===== config.mk =====
export PLATFORM = sky130hd
export DESIGN_NAME = price_display
export DESIGN_NICKNAME = d
export VERILOG_FILES = /design/src/rtl/price_display_pkg.sv /design/src/rtl/price_display_bin2bcd_seq.sv /design/src/rtl/price_display.sv
export SDC_FILE = /design/constraint.sdc
export NUM_CORES = 1
export LEC_CHECK = 0
export CORE_UTILIZATION = 45
export CTS_BUF_LIST = sky130_fd_sc_hd__clkbuf_4 sky130_fd_sc_hd__clkbuf_8
export CTS_CLUSTER_DIAMETER = 100
export DETAILED_ROUTE_END_ITERATION = 16
export PLACE_DENSITY = 0.68
export SYNTH_ARGS = -nofsm -noshare
export SYNTH_HDL_FRONTEND = slang
export SYNTH_SLANG_ARGS = --single-unit

===== constraint.sdc =====
create_clock -name clk -period 4.7 [get_ports clk]
set_input_delay 0.94 -clock clk [delete_from_list [all_inputs] [get_ports clk]]
set_output_delay 0.94 -clock clk [all_outputs]
set_load 0.05 [all_outputs]

===== src/rtl/price_display_pkg.sv =====
// Shared types and constants for the price display path (LEADING_ZERO_BLANK_EN
// selects leading-digit blanking in price_display).
package price_display_pkg;

    typedef enum logic [1:0] {IDLE, CONV, DONE} state_t;

    localparam int NUM_DIGITS = 4;
    localparam int PRICE_W    = 14;

    // Segment order {g,f,e,d,c,b,a}, active-low
    localparam logic [6:0] SEG_0     = 7'b1000000;
    localparam logic [6:0] SEG_1     = 7'b1111001;
    localparam logic [6:0] SEG_2     = 7'b0100100;
    localparam logic [6:0] SEG_3     = 7'b0110000;
    localparam logic [6:0] SEG_4     = 7'b0011001;
    localparam logic [6:0] SEG_5     = 7'b0010010;
    localparam logic [6:0] SEG_6     = 7'b0000010;
    localparam logic [6:0] SEG_7     = 7'b1111000;
    localparam logic [6:0] SEG_8     = 7'b0000000;
    localparam logic [6:0] SEG_9     = 7'b0010000;
    localparam logic [6:0] SEG_DASH  = 7'b0111111;
    localparam logic [6:0] SEG_BLANK = 7'b1111111;

    function automatic logic [6:0] seg_code(input logic [3:0] d);
        case (d)
            4'd0:    return SEG_0;
            4'd1:    return SEG_1;
            4'd2:    return SEG_2;
            4'd3:    return SEG_3;
            4'd4:    return SEG_4;
            4'd5:    return SEG_5;
            4'd6:    return SEG_6;
            4'd7:    return SEG_7;
            4'd8:    return SEG_8;
            4'd9:    return SEG_9;
            default: return SEG_BLANK;
        endcase
    endfunction

    function automatic logic [15:0] bcd_add3(input logic [15:0] v);
        logic [15:0] r;
        r = v;
        for (int unsigned i = 0; i < NUM_DIGITS; i++) begin
            if (r[4*i +: 4] >= 4'd5)
                r[4*i +: 4] = r[4*i +: 4] + 4'd3;
        end
        return r;
    endfunction

endpackage


===== src/rtl/price_display_bin2bcd_seq.sv =====
// Sequential double-dabble converter: start captures bin, 14 shift-add-3
// iterations, then a one-cycle done pulse with the BCD result held on bcd.
module bin2bcd_seq
    import price_display_pkg::*;
(
    input  logic               clk,
    input  logic               rst,
    input  logic               start,
    input  logic [PRICE_W-1:0] bin,
    output logic               busy,
    output logic               done,
    output logic [15:0]        bcd,
    output logic               big
);

    state_t             state;
    logic [PRICE_W-1:0] shreg;
    logic [PRICE_W-1:0] captured;
    logic [3:0]         iter;
    logic [15:0]        adj;

    always_comb adj = bcd_add3(bcd);

    assign big = (captured > PRICE_W'(9999));

    always_ff @(posedge clk) begin
        if (rst) begin
            state    <= IDLE;
            busy     <= 1'b0;
            done     <= 1'b0;
            shreg    <= '0;
            captured <= '0;
            bcd      <= '0;
            iter     <= '0;
        end else begin
            case (state)
                IDLE: begin
                    if (start) begin
                        shreg    <= bin;
                        captured <= bin;
                        bcd      <= '0;
                        iter     <= '0;
                        busy     <= 1'b1;
                        state    <= CONV;
                    end
                end
                CONV: begin
                    bcd   <= {adj[14:0], shreg[PRICE_W-1]};
                    shreg <= {shreg[PRICE_W-2:0], 1'b0};
                    iter  <= iter + 4'd1;
                    if (iter == 4'(PRICE_W - 1)) begin
                        state <= DONE;
                        done  <= 1'b1;
                    end
                end
                DONE: begin
                    // start is deliberately not sampled here
                    done  <= 1'b0;
                    busy  <= 1'b0;
                    state <= IDLE;
                end
                default: state <= IDLE;
            endcase
        end
    end

endmodule


===== src/rtl/price_display.sv =====
// Price display top: BCD conversion of precof and a multiplexed "EE.CC"
// 7-segment scan. Define LEADING_ZERO_BLANK_EN to blank a leading zero digit.
module price_display
    import price_display_pkg::*;
#(
    parameter int REFRESH_BITS = 16,
    parameter int DP_DIGIT     = 2
) (
    input  logic               clk,
    input  logic               rst,
    input  logic [PRICE_W-1:0] precof,
    input  logic               load,
    output logic               busy,
    output logic               valid,
    output logic               ovf,
    output logic [3:0]         an,
    output logic [6:0]         seg,
    output logic               dp
);

    localparam logic [1:0] DP_SEL = 2'(DP_DIGIT);

    logic [15:0]             eng_bcd;
    logic                    eng_done;
    logic                    eng_big;
    logic [15:0]             digits;
    logic [REFRESH_BITS-1:0] scan;
    logic                    lit;
    logic [1:0]              k;
    logic [3:0]              digit;

    bin2bcd_seq u_conv (
        .clk   (clk),
        .rst   (rst),
        .start (load),
        .bin   (precof),
        .busy  (busy),
        .done  (eng_done),
        .bcd   (eng_bcd),
        .big   (eng_big)
    );

    assign valid = eng_done;

    // lit keeps the panel dark in the first cycle after reset
    always_ff @(posedge clk) begin
        if (rst) begin
            digits <= '0;
            ovf    <= 1'b0;
            scan   <= '0;
            lit    <= 1'b0;
        end else begin
            scan <= scan + 1'b1;
            lit  <= 1'b1;
            if (eng_done) begin
                digits <= eng_bcd;
                ovf    <= eng_big;
            end
        end
    end

    always_comb begin
        k     = scan[REFRESH_BITS-1 -: 2];
        digit = digits[{k, 2'b00} +: 4];
        an    = '1;
        seg   = SEG_BLANK;
        dp    = 1'b1;
        if (lit) begin
            an  = ~(4'b0001 << k);
            seg = ovf ? SEG_DASH : seg_code(digit);
            dp  = !((k == DP_SEL) && !ovf);
`ifdef LEADING_ZERO_BLANK_EN
            if ((DP_DIGIT < 3) && (k == 2'd3) && (digit == 4'd0) && !ovf)
                seg = SEG_BLANK;
`endif
        end
    end

endmodule


## Word level (Yosys, flattened, before mapping)

Memory sizes are Yosys's and may differ from the RTL's.
Cells that the tools add are included.

| cells by class | value |
|---|---|
| muxes and demuxes | 22 |
| reduce and logical (&&, ||, !) cells | 12 |
| multipliers | 0 |
| add/subtract/negate cells | 6 |
| shifts and indexed selects | 2 |
| equal/unequal tests | 6 |
| bitwise logic cells | 1 |
| order comparisons | 5 |
| div/mod/pow operators | 0 |

Operators by type and width:

| operator | number |
|---|---|
| 16-bit one-hot mux with 2 select lines | 1 |
| 14-bit one-hot mux with 2 select lines | 1 |
| 4-bit 2-to-1 mux | 5 |
| 16-bit by 1-bit adder with 16-bit output, second input constant | 1 |
| 4-bit by 3-bit >= comparator with 1-bit output, second input constant | 4 |
| 16-bit 2-to-1 mux | 1 |
| 16-bit by 5-bit variable part select with 4-bit output | 1 |
| 14-bit > comparator, second input constant | 1 |
| 14-bit 2-to-1 mux | 1 |
| 7-bit 2-to-1 mux | 2 |
| 4-bit by 2-bit adder with 4-bit output, second input constant | 3 |
| 2-bit AND reduction | 5 |
| 4-bit one-hot mux with 2 select lines | 1 |
| 2-bit nonzero test | 3 |
| 4-bit by 1-bit adder with 4-bit output, second input constant | 1 |
| 2-bit equality test, second input constant | 2 |
| 4-bit equality test, second input constant | 1 |
| 1-bit 2-to-1 mux | 4 |
| 2-bit 2-to-1 mux | 2 |
| 4-bit NOT | 1 |
| 1-bit one-hot mux with 2 select lines | 2 |
| 2-bit one-hot mux with 2 select lines | 1 |
| 1-bit by 2-bit << shifter with 4-bit output, first input constant | 1 |
| 3-bit by 2-bit adder with 3-bit output, second input constant | 1 |
| 7 further kinds | 8 |

| storage, ports and cells | value |
|---|---|
| memory bits (writable) | 0 |
| bits in registers | 86 |
| memory bits (read-only) | 112 |
| bits in latches | 0 |
| logic and storage cells | 66 |
| memories kept | 1 |
| output and inout bits | 15 |

Memories:

| name | depth | bits a word | rd ports | clocked after memory_dff | wr ports | line | RTL |
|---|---|---|---|---|---|---|---|
| (no name shown) | 16 | 7 | 1 | 0 | 0 | price_display_pkg.sv:25 | `case (d)` |

## Longest topological paths before layout

Gate-level depths: netlist of the first run.

| depth | value |
|---|---|
| depth after elaboration | 4 |
| gate-level depth with buffers | 8 |
| gate-level depth less buffers | 7 |

## Hierarchy

From an unflattened synthesis of the first run, not the netlist that was laid out.

| second synthesis, totals | value |
|---|---|
| cells, all modules | 453 |
| area total of the unflattened synthesis | 3907.5 µm² |

By module, submodules not included:

| module | cells each | area each (µm²) | instances |
|---|---|---|---|
| bin2bcd_seq | 279 | 2268.4 | 1 |
| price_display | 174 | 1639.1 | 1 |

## Worst setup path after synthesis of the first run

No wires, ideal clock.

| timing path | value |
|---|---|
| kind | register to output |
| start point | register scan[14] |
| end point | output port seg[1] |
| path slack | 1.329 ns |
| cell stages (with the launch flop) | 7 |
| data arrival time | 2.431 ns |
| cells stage by stage | dfxtp_1 buf_6 mux4_2 inv_1 ha_1 a21oi_1 o21ai_0 |

| between the ends | value |
|---|---|
| word-level cells in the longest chain between the ends | 4 |

RTL lines:

| item | line | RTL |
|---|---|---|
| from (decl) | price_display.sv:27 | `logic [REFRESH_BITS-1:0] scan;` |
| from (signal assigned) | price_display.sv:53 | `scan <= scan + 1'b1;` |
| 16-bit by 5-bit variable part select with 4-bit output | price_display.sv:64 | `digit = digits[{k, 2'b00} +: 4];` |
| memory 16 x 7 bit | n/a |  |
| 7-bit 2-to-1 mux | price_display.sv:70 | `seg = ovf ? SEG_DASH : seg_code(digit);` |
| 7-bit 2-to-1 mux | price_display.sv:68 | `if (lit) begin` |
| to (decl) | price_display.sv:17 | `output logic [6:0] seg,` |

No other way between the ends.

## Worst setup path in the final report of the first run

| timing path | value |
|---|---|
| start point | register scan[14] |
| end point | output port seg[3] |

The elaborated chain is that of the path after synthesis.

==> results of run 1 <==
flip-flops by register name, summed over array words and instances (netlist names):
signal and flops:
u_conv.shreg 14, lit 1, u_conv.state 2, ovf 1
u_conv.done 1, scan 16, u_conv.bcd 16, digits 16
u_conv.busy 1, u_conv.captured 10, u_conv.iter 4
cell type report:
| class | instances | area, µm² |
|---|---|---|
| fillers | 779 | 3860 |
| multi-input cells | 343 | 2070 |
| flip-flops and latches | 82 | 1640 |
| repair buffers | 34 | 328 |
| clock buffers | 11 | 145 |
| well taps | 105 | 131 |
| clock inverters | 5 | 63.8 |
| inverters | 17 | 63.8 |
Yosys cell counts (6+ instances only):
cell / number / area share
a211oi_1: 13 / 0.025
a21oi_1: 32 / 0.041
a22oi_1: 6 / 0.012
buf_2: 10 / 0.013
clkbuf_1: 20 / 0.019
dfxtp_1: 82 / 0.42
ha_1: 17 / 0.054
inv_1: 15 / 0.014
mux2i_1: 17 / 0.044
nand2_1: 49 / 0.047
nand3_1: 14 / 0.018
nor2_1: 79 / 0.076
o21ai_0: 37 / 0.047
xnor2_1: 9 / 0.020
xor2_1: 12 / 0.027
critical path: stages (launching register included):
cell and delay [ps]:
dfxtp_1 590, mux4_2 640, inv_1 150, ha_1 260, a21oi_1 130, nor2_1 50, o21ai_1 110, clkdlybuf4s50_1 800
power breakdown:
group          internal (mW)  total [mW]  switching (mW)  leakage [nW]
logic                 0.0438       0.120          0.0759         0.882
registers              0.717       0.733          0.0163         0.667
clock network          0.269       0.525           0.256         0.103
total                   1.03        1.38           0.349          1.65
cell families after synthesis:
family	after synthesis	share of synthesized area
compound gates	108	0.164
xor+xnor	21	0.0471
fa+ha+maj	17	0.0544
buf+inv	48	0.0512
flops	82	0.420
mux	21	0.0666
simple gates	176	0.197
through the flow:
stage          area, µm²  hold slack [ps]  worst slack [ps]  total power [mW]   util
6_report            4440              457               668              1.38  0.535
3_5_place_dp        4230              445              1040             0.869  0.510
4_1_cts             4440              457               646              1.39  0.535
3_3_place_gp        4230              443              1060             0.866  0.510
2_1_floorplan       3910              433              1330             0.828      -
5_1_grt             4440              478               514              1.44  0.535
per-layer routing:
metal	track usage	up-vias	share of wire	routed length, µm
met5	0	-	0	0
li1	-	1637	-	-
met1	0.236	1493	0.48	3780
met4	0.0455	0	0.0093	73
met2	0.315	32	0.48	3760
met3	0.0486	9	0.028	222
path summary, 6_finish.rpt:
path                                            end  cells after the start
worst max-delay path                         seg[3]                      7
worst min-delay path            u_conv.captured[12]                      2
worst max register to register       u_conv.bcd[15]                      5
worst min register to register  u_conv.captured[12]                      2
==> results.py, run 1 <==
metrics = {
    "hold_path": {
        "hp-class": "flop to flop",
        "hold_start": "u_conv.captured[12]",
    },
    "cells_and_area": {
        "drive_above_1_share": 0.0549,
        "final-instance-count-excl-fill": 597,
        "final_nets": 521,
        "final_cell_mix": "82 x dfxtp_1, 79 x nor2_1, 49 x nand2_1",
        "num_antenna_cells": 0,
        "layout_commonest_cell": "dfxtp_1",
        "area_growth_pct": 13.6,
    },
    "worst_setup_path": {
        "cp_data_arrival_time_ps": 3090,
        "setup.worst_path.class": "flop to primary output",
        "crit_fanout": 11,
        "cp-end-kind": "primary output",
        "cp.required_ps": 3760,
        "start_kind": "flop",
        "r2r_slack_ps": 2170,
        "startpoint": "scan[14]",
        "r2r-start": "u_conv.state[1]",
    },
    "sta": {
        "min_period_ps": 4030,
        "setup_tns_ps": 0,
        "finalCritPeriodShare": 0.858,
        "fmax_mhz": 248,
        "setup_viol": 0,
        "drv_slew": 0,
        "skew_ps": 9.21,
        "tightest_slew_ps": 896,
        "hold_violations": 0,
        "rsz0062_at_grt": "false",
        "slew_headroom": 0.401,
    },
    "grt": {
        "grt_overflow": 0,
        "grt_max_degree": 68,
        "antenna_found_initial": 0,
        "grtUsageTotal": 0.187,
        "grt_pass1_wl_mm": 13.2,
        "first_global_vias": 2897,
    },
    "clock_tree": {
        "worstSkewPairLatency_ps": 360,
        "numCtsBuffers": 9,
        "clockBufferDepth": 2,
        "root_buffer": "clkbuf_8",
        "clock_sinks": 82,
        "htreeDepth": 3,
        "cts_hold_repair.buffers": 0,
        "clk_pin_slew_worst_paths_ps": 80,
        "postCtsSetupBuffers": 0,
        "cts_tree": "yes",
        "cts_resized": 0,
    },
    "die": {
        "rows": 33,
        "pin_count": 32,
        "die_x_um": 95.2,
        "die_h_um": 95.2,
        "core_um2": 8300,
        "die_area_um2": 9060,
        "initial_core_util": 0.471,
    },
    "power": {
        "vdd_ir_drop_max_mv": 0.155,
        "p_per_area_nw_per_um2": 310,
        "leakage_nw": 1.65,
    },
    "logic_synthesis": {
        "ys_ff_latch": 82,
        "async_flop_share": 0,
        "syn_avg_cell_area_um2": 8.26,
        "syn_area_um2": 3910,
        "synthesis.nets": 507,
        "synth_cell_types": 38,
        "yosysWarningCount": 0,
        "synth_cells": 473,
        "ys_seq_area_frac": 0.420,
        "synth_ff_type": "dfxtp_1",
        "synth_edf_count": 0,
    },
    "routing": {
        "post-route-drc-count": 0,
        "vias_per_cell": 5.31,
        "vias": 3171,
        "drt_first_pass_iters": 4,
        "wl_mm": 7.83,
        "ant_nets": 0,
        "avgRoutedWirePerCell_um": 13.1,
        "drtIter0Drc": 99,
    },
    "place": {
        "hpwlAfterDp_mm": 5.27,
        "port_buffers": 31,
        "dp.cells": 581,
        "place_congestion": 0.762,
    },
    "run_status": {
        "status": "completed",
    },
    "flow_run": {
        "drv_cap": 0,
    },
}
Note: power is estimated with default switching activity, not from simulation.
==> run 2: changes to the inputs <==
--- a/config.mk
+++ b/config.mk
@@ -12,4 +12,5 @@
 export PLACE_DENSITY = 0.68
 export SYNTH_ARGS = -nofsm -noshare
 export SYNTH_HDL_FRONTEND = slang
+export SYNTH_HIERARCHICAL = 1
 export SYNTH_SLANG_ARGS = --single-unit
==> run 2 against run 1 <==
Sequential power is essentially flat. Register-to-register slack gained 300 ps. Highest routed layer unchanged. First-iteration DRC count grew 16%. Clock power grew 7.4%. Routed wire length shrank 2.6%. Global-route usage shrank 0.62 points. Utilization shrank 0.38 points. Largest power group unchanged. Non-clock buffer count shrank 1.
==> results.py, run 2 <==
metrics = {
    "run_status": {
        "status": "completed",
    },
    "sta": {
        "hold_violations": 0,
        "min_period_ps": 4040,
        "drv_slew": 0,
        "slew_headroom": 0.408,
        "fin_ws_ps": 664,
        "setup_viol": 0,
        "fmax_mhz": 248,
        "setup_tns_ps": 0,
        "finalCritPeriodShare": 0.859,
        "rsz0062_at_grt": "false",
        "skew_ps": 11.6,
        "whs_ps": 447,
        "tightest_slew_ps": 878,
    },
    "worst_setup_path": {
        "crit_fanout": 11,
        "r2r-start": "u_conv/state[0]",
        "setup.worst_path.class": "flop to primary output",
        "cp_data_arrival_time_ps": 3100,
        "cp-end-kind": "primary output",
        "regToRegEndpoint": "u_conv/bcd[2]",
        "reg2reg_depth": 3,
        "cp.required_ps": 3760,
        "r2r_slack_ps": 2470,
        "start_kind": "flop",
    },
    "flow_run": {
        "drv_cap": 0,
    },
    "cells_and_area": {
        "final_cell_mix": "82 x dfxtp_1, 81 x nor2_1, 34 x nand2_1",
        "final_nets": 498,
        "nFillCells": 755,
        "seq_area_um2": 1640,
        "num_antenna_cells": 0,
        "final-instance-count-excl-fill": 574,
        "drive_above_1_share": 0.0661,
        "area_growth_pct": 12.8,
        "reg.largest.list": "digits: 16 flops, scan: 16 flops, u_conv/bcd: 16 flops",
        "multi_input_area_um2": 2040,
        "fin_area_um2": 4410,
        "final_core_util": 0.531,
        "layout_commonest_cell": "dfxtp_1",
    },
    "clock_tree": {
        "numCtsBuffers": 9,
        "cts_hold_repair.buffers": 0,
        "clockBufferDepth": 2,
        "clk_pin_slew_worst_paths_ps": 80,
        "htreeDepth": 3,
        "root_buffer": "clkbuf_8",
        "clock_sinks": 82,
        "cts_resized": 0,
        "cts_tree": "yes",
        "postCtsSetupBuffers": 0,
        "worstSkewPairLatency_ps": 340,
    },
    "logic_synthesis": {
        "syn_area_um2": 3910,
        "synth.top_cell.area_share": 0.420,
        "synth_cells": 453,
        "ys_ff_latch": 82,
        "yosys.cell_count.top_type": "dfxtp_1",
        "synthesis.nets": 487,
        "synth_ff_type": "dfxtp_1",
        "syn_avg_cell_area_um2": 8.63,
        "synth_top_area_cell": "dfxtp_1",
        "synth_edf_count": 0,
        "synthTopCellsByArea": "dfxtp_1 42%, nor2_1 7.8%, mux2i_1 5.9%",
        "ys_seq_area_frac": 0.420,
        "synth_cell_types": 43,
        "synth_top_cells_by_count": "82 x dfxtp_1, 81 x nor2_1, 34 x nand2_1, 29 x a21oi_1, 23 x mux2i_1",
        "yosysWarningCount": 6,
        "async_flop_share": 0,
    },
    "grt": {
        "first_global_vias": 2780,
        "grt_overflow": 0,
        "grtUsageTotal": 0.180,
        "grt_max_degree": 38,
        "grt_pass1_wl_mm": 12.8,
        "antenna_found_initial": 0,
    },
    "power": {
        "power_frac_comb": 0.091,
        "p_sw_mw": 0.337,
        "p_seq_frac": 0.514,
        "pwr-share-clk": 0.395,
        "total_power_mw": 1.43,
        "leakage_nw": 1.68,
        "vdd_ir_drop_max_mv": 0.176,
        "swShare": 0.236,
        "p_per_area_nw_per_um2": 323,
        "intPower_mw": 1.09,
    },
    "routing": {
        "wl_mm": 7.62,
        "post-route-drc-count": 0,
        "drt_first_pass_iters": 4,
        "drtIter0Drc": 115,
        "avgRoutedWirePerCell_um": 13.3,
        "ant_nets": 0,
        "vias_per_cell": 5.31,
        "vias": 3047,
    },
    "place": {
        "dp.cells": 558,
        "hpwlAfterDp_mm": 5.19,
        "pre_cts_ws_ps": 1020,
        "place_congestion": 0.747,
        "port_buffers": 31,
        "placed_area_um2": 4190,
    },
    "hold_path": {
        "hold_path_end": "scan[0]",
        "hold_start": "scan[0]",
        "hp-class": "flop to flop",
        "holdPathStages": 1,
    },
    "die": {
        "rows": 33,
        "pin_count": 32,
        "die_x_um": 95.2,
        "die_area_um2": 9060,
        "initial_core_util": 0.471,
        "die_h_um": 95.2,
        "core_um2": 8300,
    },
}
==> run 2: power groups by stage <==
| stage | combinational [mW] | sequential, mW | clock, mW |
|---|---|---|---|
| detailed placement | 0.130 | 0.749 | 0 |
| floorplan | 0.0984 | 0.745 | 0 |
| global placement | 0.127 | 0.748 | 0 |
| global route | 0.143 | 0.736 | 0.609 |
| finish | 0.129 | 0.733 | 0.564 |
| CTS | 0.130 | 0.733 | 0.578 |
==> run 2: area by class of cell <==
type	instances	share of cell area
repair buffers	33	0.0726
flip-flops and latches	82	0.372
clock inverters	4	0.0173
inverters	15	0.0128
multi-input cells	323	0.462
clock buffers	12	0.0332
well taps	105	0.0298
==> run 2: kinds of logic (layout without fill, tap and decap cells) <==
kind of cell / after synthesis / in the layout / synth area share
AOI/OAI and AO/OA: 76 / 76 / 0.123
adders and majority gates: 17 / 17 / 0.0544
DFF: 82 / 82 / 0.420
muxes: 29 / 29 / 0.0877
xor gates and xnor gates: 18 / 18 / 0.0403
buffers and inverters: 48 / 64 / 0.0586
and+or+nand+nor: 183 / 183 / 0.216
==> run 2: critical path, cell delays in order (launching register included) <==
cell and delay, ps:
dfxtp_1 600, mux4_2 630, inv_1 130, ha_1 180, inv_1 40, mux2_1 290, mux2i_1 130, nand2_1 60
clkdlybuf4s50_1 700
==> run 2: worst max path at each step <==
stage,from,end,slack (ps),cells after the start
2_1_floorplan,scan[14],seg[3],1150,7
3_3_place_gp,scan[14],seg[4],1080,8
3_5_place_dp,scan[14],seg[4],1020,8
4_1_cts,scan[14],seg[4],630,8
5_1_grt,scan[14],seg[4],450,8
6_report,scan[14],seg[4],660,8
==> run 2: routing by layer <==
metal / GRT usage / wire length [µm] / vias up
met2: 0.294 / 3590 / 43
li1: - / - / 1562
met5: 0 / 0 / -
met1: 0.235 / 3730 / 1440
met4: 0.0530 / 36 / 0
met3: 0.0455 / 264 / 2
